==> src/rtl/multi_alarm_timekeeper.sv <==
// rtl/multi_alarm_timekeeper.sv - 24h timekeeper with armed alarm bank, ring timeout and snooze (TIMEKEEPER_SNOOZE_EN)
module multi_alarm_timekeeper #(
    parameter int TICKS_PER_SEC = 1,
    parameter int NUM_ALARMS    = 4,
    parameter int RING_SEC      = 60,
    parameter int SNOOZE_MIN    = 5,
    parameter int AW            = (NUM_ALARMS > 1) ? $clog2(NUM_ALARMS) : 1
) (
    input  logic                  clk,
    input  logic                  reset_n,
    input  logic                  add_hour,
    input  logic                  add_minute,
    input  logic                  am_mode,
    input  logic                  alarm_wr,
    input  logic                  alarm_clr,
    input  logic [AW-1:0]         alarm_sel,
    input  logic [4:0]            alarm_hr_in,
    input  logic [5:0]            alarm_min_in,
    input  logic                  snooze,
    input  logic                  dismiss,
    output logic [5:0]            sec,
    output logic [5:0]            min,
    output logic [4:0]            hr,
    output logic                  am_pm,
    output logic                  tick,
    output logic [NUM_ALARMS-1:0] alarm_armed,
    output logic [NUM_ALARMS-1:0] alarm_ringing,
    output logic                  buzzer
);

    localparam int PW  = (TICKS_PER_SEC > 1) ? $clog2(TICKS_PER_SEC) : 1;
    localparam int RCW = $clog2(RING_SEC + 1);

`ifdef TIMEKEEPER_SNOOZE_EN
    localparam int SCW = $clog2(SNOOZE_MIN * 60 + 1);
    typedef enum logic [1:0] {S_IDLE, S_RINGING, S_SNOOZED} state_t;
`else
    typedef enum logic [1:0] {S_IDLE, S_RINGING} state_t;
`endif

    logic [PW-1:0] r_presc;
    logic [5:0]    r_sec;
    logic [5:0]    r_min;
    logic [4:0]    r_hr;
    logic          r_tick;
    logic          r_hour_prev;
    logic          r_min_prev;

    logic          w_hour_edge;
    logic          w_min_edge;
    logic          w_adj;
    logic          w_term;
    logic          w_sel_valid;
    logic          w_wr_ok;
    logic          w_clr_ok;
    logic [4:0]    w_hr_mod;

    state_t        r_state    [NUM_ALARMS];
    state_t        w_state_nx [NUM_ALARMS];
    logic          r_armed    [NUM_ALARMS];
    logic          w_armed_nx [NUM_ALARMS];
    logic [4:0]    r_al_hr    [NUM_ALARMS];
    logic [4:0]    w_al_hr_nx [NUM_ALARMS];
    logic [5:0]    r_al_min   [NUM_ALARMS];
    logic [5:0]    w_al_min_nx[NUM_ALARMS];
    logic [RCW-1:0] r_ring_cnt   [NUM_ALARMS];
    logic [RCW-1:0] w_ring_cnt_nx[NUM_ALARMS];
`ifdef TIMEKEEPER_SNOOZE_EN
    logic [SCW-1:0] r_snz_cnt    [NUM_ALARMS];
    logic [SCW-1:0] w_snz_cnt_nx [NUM_ALARMS];
`else
    logic           w_unused_snooze;
    assign w_unused_snooze = snooze;
`endif

    assign w_hour_edge = add_hour & ~r_hour_prev;
    assign w_min_edge  = add_minute & ~r_min_prev;
    assign w_adj       = w_hour_edge | w_min_edge;
    assign w_term      = (r_presc == PW'(TICKS_PER_SEC - 1));
    assign w_sel_valid = (int'(alarm_sel) < NUM_ALARMS);
    assign w_wr_ok     = alarm_wr & w_sel_valid & (alarm_hr_in <= 5'd23) & (alarm_min_in <= 6'd59);
    assign w_clr_ok    = alarm_clr & w_sel_valid;

    // Prescaler, time-of-day counters and adjust-button edge detection; an adjust edge freezes the prescaler
    always_ff @(posedge clk or negedge reset_n) begin
        if (!reset_n) begin
            r_presc     <= '0;
            r_sec       <= '0;
            r_min       <= '0;
            r_hr        <= '0;
            r_tick      <= 1'b0;
            r_hour_prev <= 1'b0;
            r_min_prev  <= 1'b0;
        end else begin
            r_hour_prev <= add_hour;
            r_min_prev  <= add_minute;
            r_tick      <= 1'b0;
            if (w_adj) begin
                if (w_min_edge) begin
                    r_min <= (r_min == 6'd59) ? 6'd0 : r_min + 6'd1;
                end
                if (w_hour_edge) begin
                    r_hr <= (r_hr == 5'd23) ? 5'd0 : r_hr + 5'd1;
                end
            end else if (w_term) begin
                r_presc <= '0;
                r_tick  <= 1'b1;
                if (r_sec == 6'd59) begin
                    r_sec <= 6'd0;
                    if (r_min == 6'd59) begin
                        r_min <= 6'd0;
                        r_hr  <= (r_hr == 5'd23) ? 5'd0 : r_hr + 5'd1;
                    end else begin
                        r_min <= r_min + 6'd1;
                    end
                end else begin
                    r_sec <= r_sec + 6'd1;
                end
            end else begin
                r_presc <= r_presc + PW'(1);
            end
        end
    end

    // Alarm bank state registers
    always_ff @(posedge clk or negedge reset_n) begin
        if (!reset_n) begin
            for (int i = 0; i < NUM_ALARMS; i++) begin
                r_state[i]    <= S_IDLE;
                r_armed[i]    <= 1'b0;
                r_al_hr[i]    <= '0;
                r_al_min[i]   <= '0;
                r_ring_cnt[i] <= '0;
`ifdef TIMEKEEPER_SNOOZE_EN
                r_snz_cnt[i]  <= '0;
`endif
            end
        end else begin
            for (int i = 0; i < NUM_ALARMS; i++) begin
                r_state[i]    <= w_state_nx[i];
                r_armed[i]    <= w_armed_nx[i];
                r_al_hr[i]    <= w_al_hr_nx[i];
                r_al_min[i]   <= w_al_min_nx[i];
                r_ring_cnt[i] <= w_ring_cnt_nx[i];
`ifdef TIMEKEEPER_SNOOZE_EN
                r_snz_cnt[i]  <= w_snz_cnt_nx[i];
`endif
            end
        end
    end

    // Per-alarm next state: clear/write beat dismiss, dismiss beats snooze, snooze beats timeout/match
    always_comb begin
        for (int i = 0; i < NUM_ALARMS; i++) begin
            w_state_nx[i]    = r_state[i];
            w_armed_nx[i]    = r_armed[i];
            w_al_hr_nx[i]    = r_al_hr[i];
            w_al_min_nx[i]   = r_al_min[i];
            w_ring_cnt_nx[i] = r_ring_cnt[i];
`ifdef TIMEKEEPER_SNOOZE_EN
            w_snz_cnt_nx[i]  = r_snz_cnt[i];
`endif
            if (w_clr_ok && (alarm_sel == AW'(i))) begin
                w_armed_nx[i] = 1'b0;
                w_state_nx[i] = S_IDLE;
            end else if (w_wr_ok && (alarm_sel == AW'(i))) begin
                w_armed_nx[i]  = 1'b1;
                w_al_hr_nx[i]  = alarm_hr_in;
                w_al_min_nx[i] = alarm_min_in;
                w_state_nx[i]  = S_IDLE;
            end else begin
                case (r_state[i])
                    S_IDLE: begin
                        if (r_armed[i] && r_tick && (r_hr == r_al_hr[i]) &&
                            (r_min == r_al_min[i]) && (r_sec == 6'd0)) begin
                            w_state_nx[i]    = S_RINGING;
                            w_ring_cnt_nx[i] = RCW'(RING_SEC);
                        end
                    end
                    S_RINGING: begin
                        if (dismiss) begin
                            w_state_nx[i] = S_IDLE;
`ifdef TIMEKEEPER_SNOOZE_EN
                        end else if (snooze) begin
                            w_state_nx[i]   = S_SNOOZED;
                            w_snz_cnt_nx[i] = SCW'(SNOOZE_MIN * 60);
`endif
                        end else if (r_tick) begin
                            if (r_ring_cnt[i] <= RCW'(1)) begin
                                w_state_nx[i] = S_IDLE;
                            end else begin
                                w_ring_cnt_nx[i] = r_ring_cnt[i] - RCW'(1);
                            end
                        end
                    end
`ifdef TIMEKEEPER_SNOOZE_EN
                    S_SNOOZED: begin
                        if (dismiss) begin
                            w_state_nx[i] = S_IDLE;
                        end else if (r_tick) begin
                            if (r_snz_cnt[i] <= SCW'(1)) begin
                                w_state_nx[i]    = S_RINGING;
                                w_ring_cnt_nx[i] = RCW'(RING_SEC);
                            end else begin
                                w_snz_cnt_nx[i] = r_snz_cnt[i] - SCW'(1);
                            end
                        end
                    end
`endif
                    default: w_state_nx[i] = S_IDLE;
                endcase
            end
        end
    end

    // Status vectors, shared buzzer and 12/24-hour display mapping
    always_comb begin
        alarm_armed   = '0;
        alarm_ringing = '0;
        for (int i = 0; i < NUM_ALARMS; i++) begin
            alarm_armed[i]   = r_armed[i];
            alarm_ringing[i] = (r_state[i] == S_RINGING);
        end
        buzzer   = |alarm_ringing;
        w_hr_mod = (r_hr >= 5'd12) ? (r_hr - 5'd12) : r_hr;
        if (am_mode) begin
            hr    = (w_hr_mod == 5'd0) ? 5'd12 : w_hr_mod;
            am_pm = (r_hr >= 5'd12);
        end else begin
            hr    = r_hr;
            am_pm = 1'b0;
        end
        sec  = r_sec;
        min  = r_min;
        tick = r_tick;
    end

endmodule

==> config.mk <==
export PLATFORM = sky130hd
export DESIGN_NAME = multi_alarm_timekeeper
export DESIGN_NICKNAME = d
export VERILOG_FILES = /design/src/rtl/multi_alarm_timekeeper.sv
export SDC_FILE = /design/constraint.sdc
export NUM_CORES = 1
export LEC_CHECK = 0
export CAP_MARGIN = 25
export CORE_ASPECT_RATIO = 1.25
export CORE_MARGIN = 5
export CORE_UTILIZATION = 53
export DETAILED_ROUTE_END_ITERATION = 10
export GPL_TIMING_DRIVEN = 0
export PLACE_DENSITY = 0.75
export SLEW_MARGIN = 20
export SYNTH_ARGS = -nofsm -noshare
export SYNTH_HDL_FRONTEND = slang
export SYNTH_SLANG_ARGS = --single-unit
==> constraint.sdc <==
create_clock -name clk -period 2.5 [get_ports clk]
set_input_delay 0.5 -clock clk [delete_from_list [all_inputs] [get_ports clk]]
set_output_delay 0.5 -clock clk [all_outputs]
set_load 0.01 [all_outputs]
# Word-level counts from Yosys, hierarchy flattened
# Index checks and enable logic that the tools add are counted.
[word_totals]
register_bits = 101
in_bits = 22
output_inout_bits = 28
elab_cells = 241
[op_classes]
addsub = 9
n_lt_le_gt_ge = 7
n_eq_ne = 49
muxes = 75
bitwise = 17
n_reduce_logical = 57
[ops]
columns = ["op", "count"]
rows = [
  ["6-bit two-way mux", 22],
  ["2-bit two-way mux", 24],
  ["6-bit one-hot mux with 2 select lines", 4],
  ["5-bit two-way mux", 9],
  ["5-bit by 2-bit inequality test with 1-bit output, second input constant", 8],
  ["2-bit inequality test, second input constant", 14],
  ["7-bit AND reduction", 4],
  ["6-bit == test", 4],
  ["6-bit by 1-bit less-or-equal comparator with 1-bit output, second input constant", 4],
  ["1-bit logical AND", 24],
  ["6-bit by 1-bit subtractor with 6-bit output, second input constant", 4],
  ["5-bit == test", 4],
  ["2-bit nonzero test", 10],
  ["4-bit inequality test, second input constant", 4],
  ["2-bit one-hot mux with 2 select lines", 4],
  ["3-bit AND reduction", 5],
  ["6-bit by 1-bit adder with 6-bit output, second input constant", 2],
  ["6-bit == test, second input constant", 2],
  ["1-bit two-way mux", 12],
  ["1-bit NOT", 12],
  ["2-bit by 1-bit == test with 1-bit output, second input constant", 5],
  ["2-bit logical NOT", 5],
  ["2-bit by 1-bit inequality test with 1-bit output, second input constant", 5],
  ["2-bit AND reduction", 5],
  ["other kinds (14)", 18],
]

# Longest topological paths before layout
[depth]
word_depth = 8
depth_mapped = 8
ltp_nobuf = 7

# Least setup slack after synthesis
# Ideal clock, no wire load.
[synth_timing]
kind = "reg2out"
startpoint = "reg r_hr[3]"
endpoint = "out hr[2]"
arrival_time_ps = 1767
required_ps = 2000
setup_slack_ps = 233
path_stages_with_launch = 9
path_buffers = 1
cell_sequence = "dfrtp_1 clkbuf_1 inv_1 ha_1 and3_1 o21ai_0 a21boi_0 o21ai_0 nand2_1"
[synth_between]
elab_chain_len = 5
word_cells_on_any_way = 6
classes_between = "add/sub: 1; order compare: 1; mux: 3; reduce/logical: 1"
[synth_rtl]
columns = ["item", "line", "text"]
rows = [
  ["from (decl)", "44", "logic [4:0] r_hr;"],
  ["from (signal assigned)", "103", "r_hr <= (r_hr == 5'd23) ? 5'd0 : r_hr + 5'd1;"],
  ["from (signal assigned)", "112", "r_hr <= (r_hr == 5'd23) ? 5'd0 : r_hr + 5'd1;"],
  ["5-bit by 4-bit subtractor with 5-bit output / 5-bit by 4-bit greater-or-equal comparator with 1-bit output (equally long branches)", "225", "w_hr_mod = (r_hr >= 5'd12) ? (r_hr - 5'd12) : r_hr;"],
  ["5-bit two-way mux *", "225", ""],
  ["5-bit logical NOT", "227", "hr = (w_hr_mod == 5'd0) ? 5'd12 : w_hr_mod;"],
  ["5-bit two-way mux *", "227", ""],
  ["5-bit two-way mux *", "226", "if (am_mode) begin"],
  ["to (decl)", "23", "output logic [4:0] hr,"],
]
# Mark *: on every way between the ends. The rest lies on a longest branch, timed or not.

# Worst setup path after layout
[layout_timing]
startpoint = "reg r_hr[3]"
endpoint = "out hr[3]"
[layout_between]
elab_chain_len = 5
word_cells_on_any_way = 6
classes_between = "add/sub: 1; order compare: 1; mux: 3; reduce/logical: 1"
[layout_rtl]
columns = ["item", "line"]
rows = [
  ["5-bit by 4-bit subtractor with 5-bit output / 5-bit by 4-bit greater-or-equal comparator with 1-bit output (equally long branches)", "225"],
  ["5-bit two-way mux", "225"],
  ["5-bit logical NOT", "227"],
  ["5-bit two-way mux", "227"],
  ["5-bit two-way mux *", "226"],
]
# Marks and branches as above.

==> flow_summary_export.csv <==
group,metric,value,unit
global_routing,grt_start_max_net_pins,63,
run,maxCapViolations,0,
layout,area_delta_synth_final,20.0,%
worst_setup_path,end_kind,"output port",
timing,post-route-period-util,99.0,%
timing,min_period,2.47,ns
routing,drtAntennaViolNets,0,
placement,post-place-ws,-0.565,ns
synth,synth_top_area_cell,"dfrtp_1",
floorplan,die_area,12200,sq um
layout,num_antenna_cells,0,
floorplan,die_y,122,microns
worst_setup_path,rr_worst_depth,7,
timing,timing.fmax,404,MHz
timing,max_slew_margin,48.9,%
routing,dr.pass1.iters,4,
synth,ys_warn_count,0,
timing,worst_slack,0.0259,ns
timing,timing.clock.skew,0.00560,ns
global_routing,grtUsageTotal,21.4,%
routing,route.detailed.drc,0,
status,status,"finished, final reports clean",
routing,post_drt_wl_per_cell,17.3,microns
clock_tree,cts-htree-levels,3,
clock_tree,cts_tree,"built",
routing,drt-initial-drc-count,259,
layout,nNetsFinal,627,
floorplan,rows,41,
routing,wl,12600,microns
synth,synth_top_area_share,44.9,%
global_routing,antenna_found_initial,0,
synth,synthesis.area,5360,sq um
clock_tree,cts_root_buffer,"clkbuf_16",
synth,syn_area_per_cell,10.1,sq um
layout,drive_above_1_share,19.3,%
clock_tree,worstSkewPairLatency,0.34,ns
placement,dp_hpwl,9310,microns
timing,hold_viol,0,
synth,synth_seq_cells,96,
layout,final_core_util,64.3,%
timing,tightest_slew,0.763,ns
timing,holdWs,0.0390,ns
floorplan,initial_utilization,53.5,%
worst_setup_path,r2r_end,"r_ring_cnt[7]",
worst_setup_path,cp.required,2.00,ns
synth,synth_edf_count,0,
timing,drv_slew,0,
synth,synthTopCellsByArea,"dfrtp_1 45%, mux2_2 9.9%, xnor2_1 6.5%",
floorplan,core-area,10000,sq um
worst_setup_path,critPathArrivalTime,1.97,ns
global_routing,overflow,0,
worst_setup_path,cp_max_fo,3,
routing,vias,4236,
clock_tree,hold_buffers,0,
power,ir_drop,0.000622,V
synth,async_reset_ff_share,100,%
synth,ys_seq_area_share,44.9,%
timing,setup_viol,0,
placement,gp_congestion,0.891,
power,pwr_density_cell,898,nW/um^2
routing,via_per_inst,5.85,
global_routing,first_global_vias,4264,
worst_setup_path,critPathLaunchType,"flop",
floorplan,ios,50,
floorplan,die_w,99.9,microns
worst_hold_path,hold_class,"in2async",
worst_setup_path,path_class,"reg2out",
synth,post_synth_num_cell_types,58,
placement,port_buffers,48,
worst_setup_path,reg2reg_setup_slack,0.14,ns
synth,synthFlopType,"dfrtp_1",
timing,rsz0062_at_grt,"true",
synth,syn_inst,528,
clock_tree,cts_num_sinks,96,
clock_tree,cts_buffer_depth,2,
synth,syn-num-nets,565,
power,leakagePower,0.00268,uW
global_routing,grt_pass1_wl,20900,microns
clock_tree,path_clk_slew,0.07,ns
clock_tree,cts_made_buffers,9,
synth,synth_commonest_cells,"96 x dfrtp_1, 47 x mux2_2, 40 x xnor2_1",
synth,yosysMostFrequentCell,"dfrtp_1",
worst_setup_path,r2r_start,"sec[0]",
routing by layer:
layer | routed length (microns) | track usage [%] | up-vias
met5 | 0 | 0 | -
met4 | 286 | 8.80 | 0
met3 | 470 | 2.67 | 25
met2 | 6460 | 36.7 | 95
met1 | 5330 | 27.4 | 2095
li1 | - | - | 2021
layout make-up:
class / count / area [sq um]
clock inverters: 6 / 43.8
clock buffers: 10 / 239
well taps: 129 / 161
flip-flops and latches: 96 / 2400
plain buffers: 15 / 105
multi-input cells: 379 / 2790
fillers: 816 / 3580
inverters: 31 / 116
repair buffers: 58 / 566
metrics by stage:
step	area, sq um	setup TNS (ns)	std cells	total power [uW]
after floorplan	5360	0	528	3540
after global placement	6000	-274.86	705	4240
after detailed placement	6030	-18.66	706	4330
after CTS	6340	0	719	5690
after global routing	6430	-0.148	724	6110
final	6430	0	724	5770
cells by family after synthesis:
| family | count (synthesis) | share of synthesized area (%) |
|---|---|---|
| mux | 51 | 10.6 |
| fa+ha+maj | 15 | 3.50 |
| simple gates | 165 | 17.1 |
| compound gates | 104 | 12.6 |
| xor+xnor | 44 | 7.20 |
| buf+inv | 53 | 4.18 |
| flops | 96 | 44.9 |
report_power, final:
part	internal [uW]	switching, uW
logic	1160	1150
registers	1880	277
clock network	705	600
total	3740	2030
cell usage in the layout, fill, tap and decap left out, drive strengths merged, types with 15 or more instances in the layout:
master         Yosys  final
a21oi             20     20
buf                8     21
clkbuf            14     17
clkdlybuf4s50      0     41
dfrtp             96     96
ha                15     15
inv               31     32
mux2              47     47
nand2             31     31
nand3             19     19
nand4             18     18
nor2              22     22
nor3              17     17
o21ai             29     29
xnor2             40     40
worst max-delay path by stage:
| stage | cells past startpoint | to | start |
|---|---|---|---|
| global placement | 1 | r_hr[2] | reset_n |
| global route | 10 | hr[2] | r_hr[3] |
| floorplan | 8 | hr[2] | r_hr[3] |
| detailed placement | 9 | hr[2] | r_hr[3] |
| finish | 8 | hr[3] | r_hr[3] |
| CTS | 8 | hr[3] | r_hr[0] |
state kept, by name (all words and copies together), names as in the netlist:
register / flops
r_al_hr: 20
sec: 6
tick: 1
min: 6
r_al_min: 24
r_state: 4
r_ring_cnt: 24
alarm_armed: 4
r_hour_prev: 1
r_hr: 5
r_min_prev: 1
critical path, cell delays in order (launching register included):
cell	delay (ns)
dfrtp_1	0.36
clkbuf_8	0.14
inv_2	0.05
ha_4	0.27
and3_1	0.16
o21ai_2	0.06
a21boi_2	0.19
o22a_1	0.15
dlygate4sd2_1	0.26
repair_timing:
| item | CTS | global route |
|---|---|---|
| endpoints found under the setup margin | 36 | 42 |
| cloned | 0 | 0 |
| gates resized for setup | 27 | 18 |
| setup buffers | 4 | 5 |
| pin swaps | 3 | 3 |
No activity file was read; power rests on OpenSTA's default activity.
==> RTL edit: new RTL, same settings <==
The option `TIMEKEEPER_SNOOZE_EN` is turned on by a define.
--- a/src/rtl/multi_alarm_timekeeper.sv
+++ b/src/rtl/multi_alarm_timekeeper.sv
@@ -1,4 +1,6 @@
 // rtl/multi_alarm_timekeeper.sv - 24h timekeeper with armed alarm bank, ring timeout and snooze (TIMEKEEPER_SNOOZE_EN)
+`define TIMEKEEPER_SNOOZE_EN
+
 module multi_alarm_timekeeper #(
     parameter int TICKS_PER_SEC = 1,
     parameter int NUM_ALARMS    = 4,
Check against the original RTL: same outputs for any inputs over 4 cycles, from zero or initial values and one cycle with reset_n low; that may be too few to reach the edited logic, so the function may still have changed.
==> RTL edit against the original RTL <==
Via count grew 43%. Critical path type is now reg -> reg. Setup slack got worse by 0.0069 ns. Cell area up 42%. Wire length increased by 42%. Area after synthesis up 42%. Power increased by 65%. Largest cell class unchanged. Highest routed layer unchanged. Cell count is 41% higher. Utilization about the same. Sequential cell count grew 40. Critical path depth up 2. Worst hold slack worse by 0.030 ns.
==> RTL edit: results (changes against the original RTL) <==
| Metric | Value |
|---|---|
| Post-synth top cells | dfrtp_1 (136), nor2_1 (62), nand2_1 (57) |
| Yosys cell types | 73 (+26%) |
| Biggest regs | r_snz_cnt x36, r_al_min x24, r_ring_cnt x24 |
| Gpl congestion | 0.848 (-4.8%) |
| CP max FO | 9 (+6) |
| Vias per cell | 5.92 (+1.3%) |
| Status | complete, no violations |
| Synth area leaders | dfrtp_1 (45%), mux2_2 (6.8%), xnor2_1 (6.1%) |
| Num CTS Buffers | 17 (+8) |
| Vias in the first global route | 6,145 (+44%) |
| Total Routed Length | 17,900 microns (+42%) |
| DR pass1 iterations | 5 (+1) |
| Clk_lat worst skew | 0.42 ns (+0.08 ns) |
| Sequential area share after synthesis | 0.447 (-0.00116) |
| CTS resizes | 45 (+67%) |
| Total Nets Final | 875 (+40%) |
| First-pass GRT wire length | 29,500 microns (+41%) |
| Post-DP HPWL | 12,500 microns (+35%) |
| Worst R2R Setup Slack | 0.02 ns (-0.12 ns) |
| Post-CTS Setup Bufs | 7 (+3) |
| Worst vdd ir | 0.620 mV (-0.30%) |
| Max_slew headroom | 0.565 (+0.0765) |
| CTS HTree Levels | 4 (+1) |
| Initial antenna violation count | 0 (unchanged) |
| Layout cells sized above 1 | 0.192 (-0.000878) |
| DRT iter0 DRCs | 348 (+34%) |
| Crit path DAT | 2.84 ns (+0.87 ns) |
| Lkg Pwr | 3.85 nW (+44%) |
| Largest net degree at the start of global routing | 75 (+19%) |
| Clock skew | 0.00788 ns (+0.00228 ns) |
| Worst reg2reg path depth | 10 (+3) |
| Worst R2R End | r_ring_cnt[21]$_DFFE_PN0P_ |
| Async SR Flop Fraction | 1.00 (unchanged) |
| Global Route Usage Sum | 0.222 (+0.00744) |
| R2R Path Start | r_hr[3]$_DFFE_PN0P_ |
| Syn nets | 801 (+42%) |
## RTL edit: changes by cell type after synthesis, sizes merged, moves of 10 or more
cell and delta:
nor3 +10, dfrtp +40, nand2 +26, or3 +16
nor2 +42, o21ai +15, nor4 +10, xnor2 +13
## RTL edit: worst max-delay path: stages (launching register included)
cell and delay (ns):
dfrtp_1 0.38, buf_6 0.12, buf_6 0.11, buf_8 0.13, buf_4 0.13, xnor2_1 0.15
nand4_1 0.13, nor4_1 0.61, o31ai_2 0.25, a211o_1 0.32, nand2_1 0.06
## RTL edit: per-stage QoR
step / hold WS [ns] / util / worst slack [ns] / area (sq um) / cells
after floorplan: 0.204 / - / 0.309 / 7610 / 756
after global placement: 0.474 / 0.584 / -4.41 / 8310 / 982
after detailed placement: 0.467 / 0.586 / -0.489 / 8340 / 983
after CTS: 0.0220 / 0.636 / 0.000555 / 9040 / 1017
after global routing: 0.0456 / 0.642 / -0.0679 / 9140 / 1020
final: 0.00858 / 0.642 / 0.0190 / 9140 / 1020
## RTL edit: how the worst max path moves through the flow
stage | from | to | slack [ns] | depth (start not counted)
after floorplan | min[3]$_DFFE_PN0P_ | r_ring_cnt[1]$_DFFE_PN0P_ | 0.31 | 8
after global placement | reset_n | r_hr[1]$_DFFE_PN0P_ | -4.41 | 1
after detailed placement | alarm_hr_in[3] | r_ring_cnt[11]$_DFFE_PN0P_ | -0.49 | 7
after CTS | alarm_hr_in[3] | r_snz_cnt[12]$_DFFE_PN0P_ | 0.0006 | 7
after global routing | r_hr[3]$_DFFE_PN0P_ | r_ring_cnt[1]$_DFFE_PN0P_ | -0.07 | 10
final | r_hr[3]$_DFFE_PN0P_ | r_ring_cnt[21]$_DFFE_PN0P_ | 0.02 | 10
## RTL edit: layer usage
metal  global-route usage  part of all wire
met1                0.276              0.43
met2                0.373              0.51
met3               0.0468             0.043
met4               0.0900             0.024
met5                    0                 0
## RTL edit: kinds of logic after synthesis
logic type / count (synthesis) / synth area share
AND/OR/NAND/NOR: 282 / 0.201
AO/OA/AOI/OAI: 140 / 0.133
flip-flops: 136 / 0.447
XOR/XNOR: 66 / 0.0760
buffers and inverters: 60 / 0.0317
multiplexers: 49 / 0.0727
adder cells (fa/ha/maj): 23 / 0.0378
## RTL edit: report_power, final
part | internal, mW | switching, mW
Sequential | 2.82 | 0.697
Clock | 1.67 | 0.901
Combinational | 1.75 | 1.71
Total | 6.23 | 3.31
## RTL edit: final cells by class
class / instances / area, sq um
timing repair buffer: 63 / 606
clock buffer: 24 / 492
buffer: 18 / 119
inverter: 34 / 128
tap: 178 / 223
clock inverter: 7 / 116
sequential: 136 / 3410
multi-input combinational: 560 / 4040
fill: 1079 / 5090
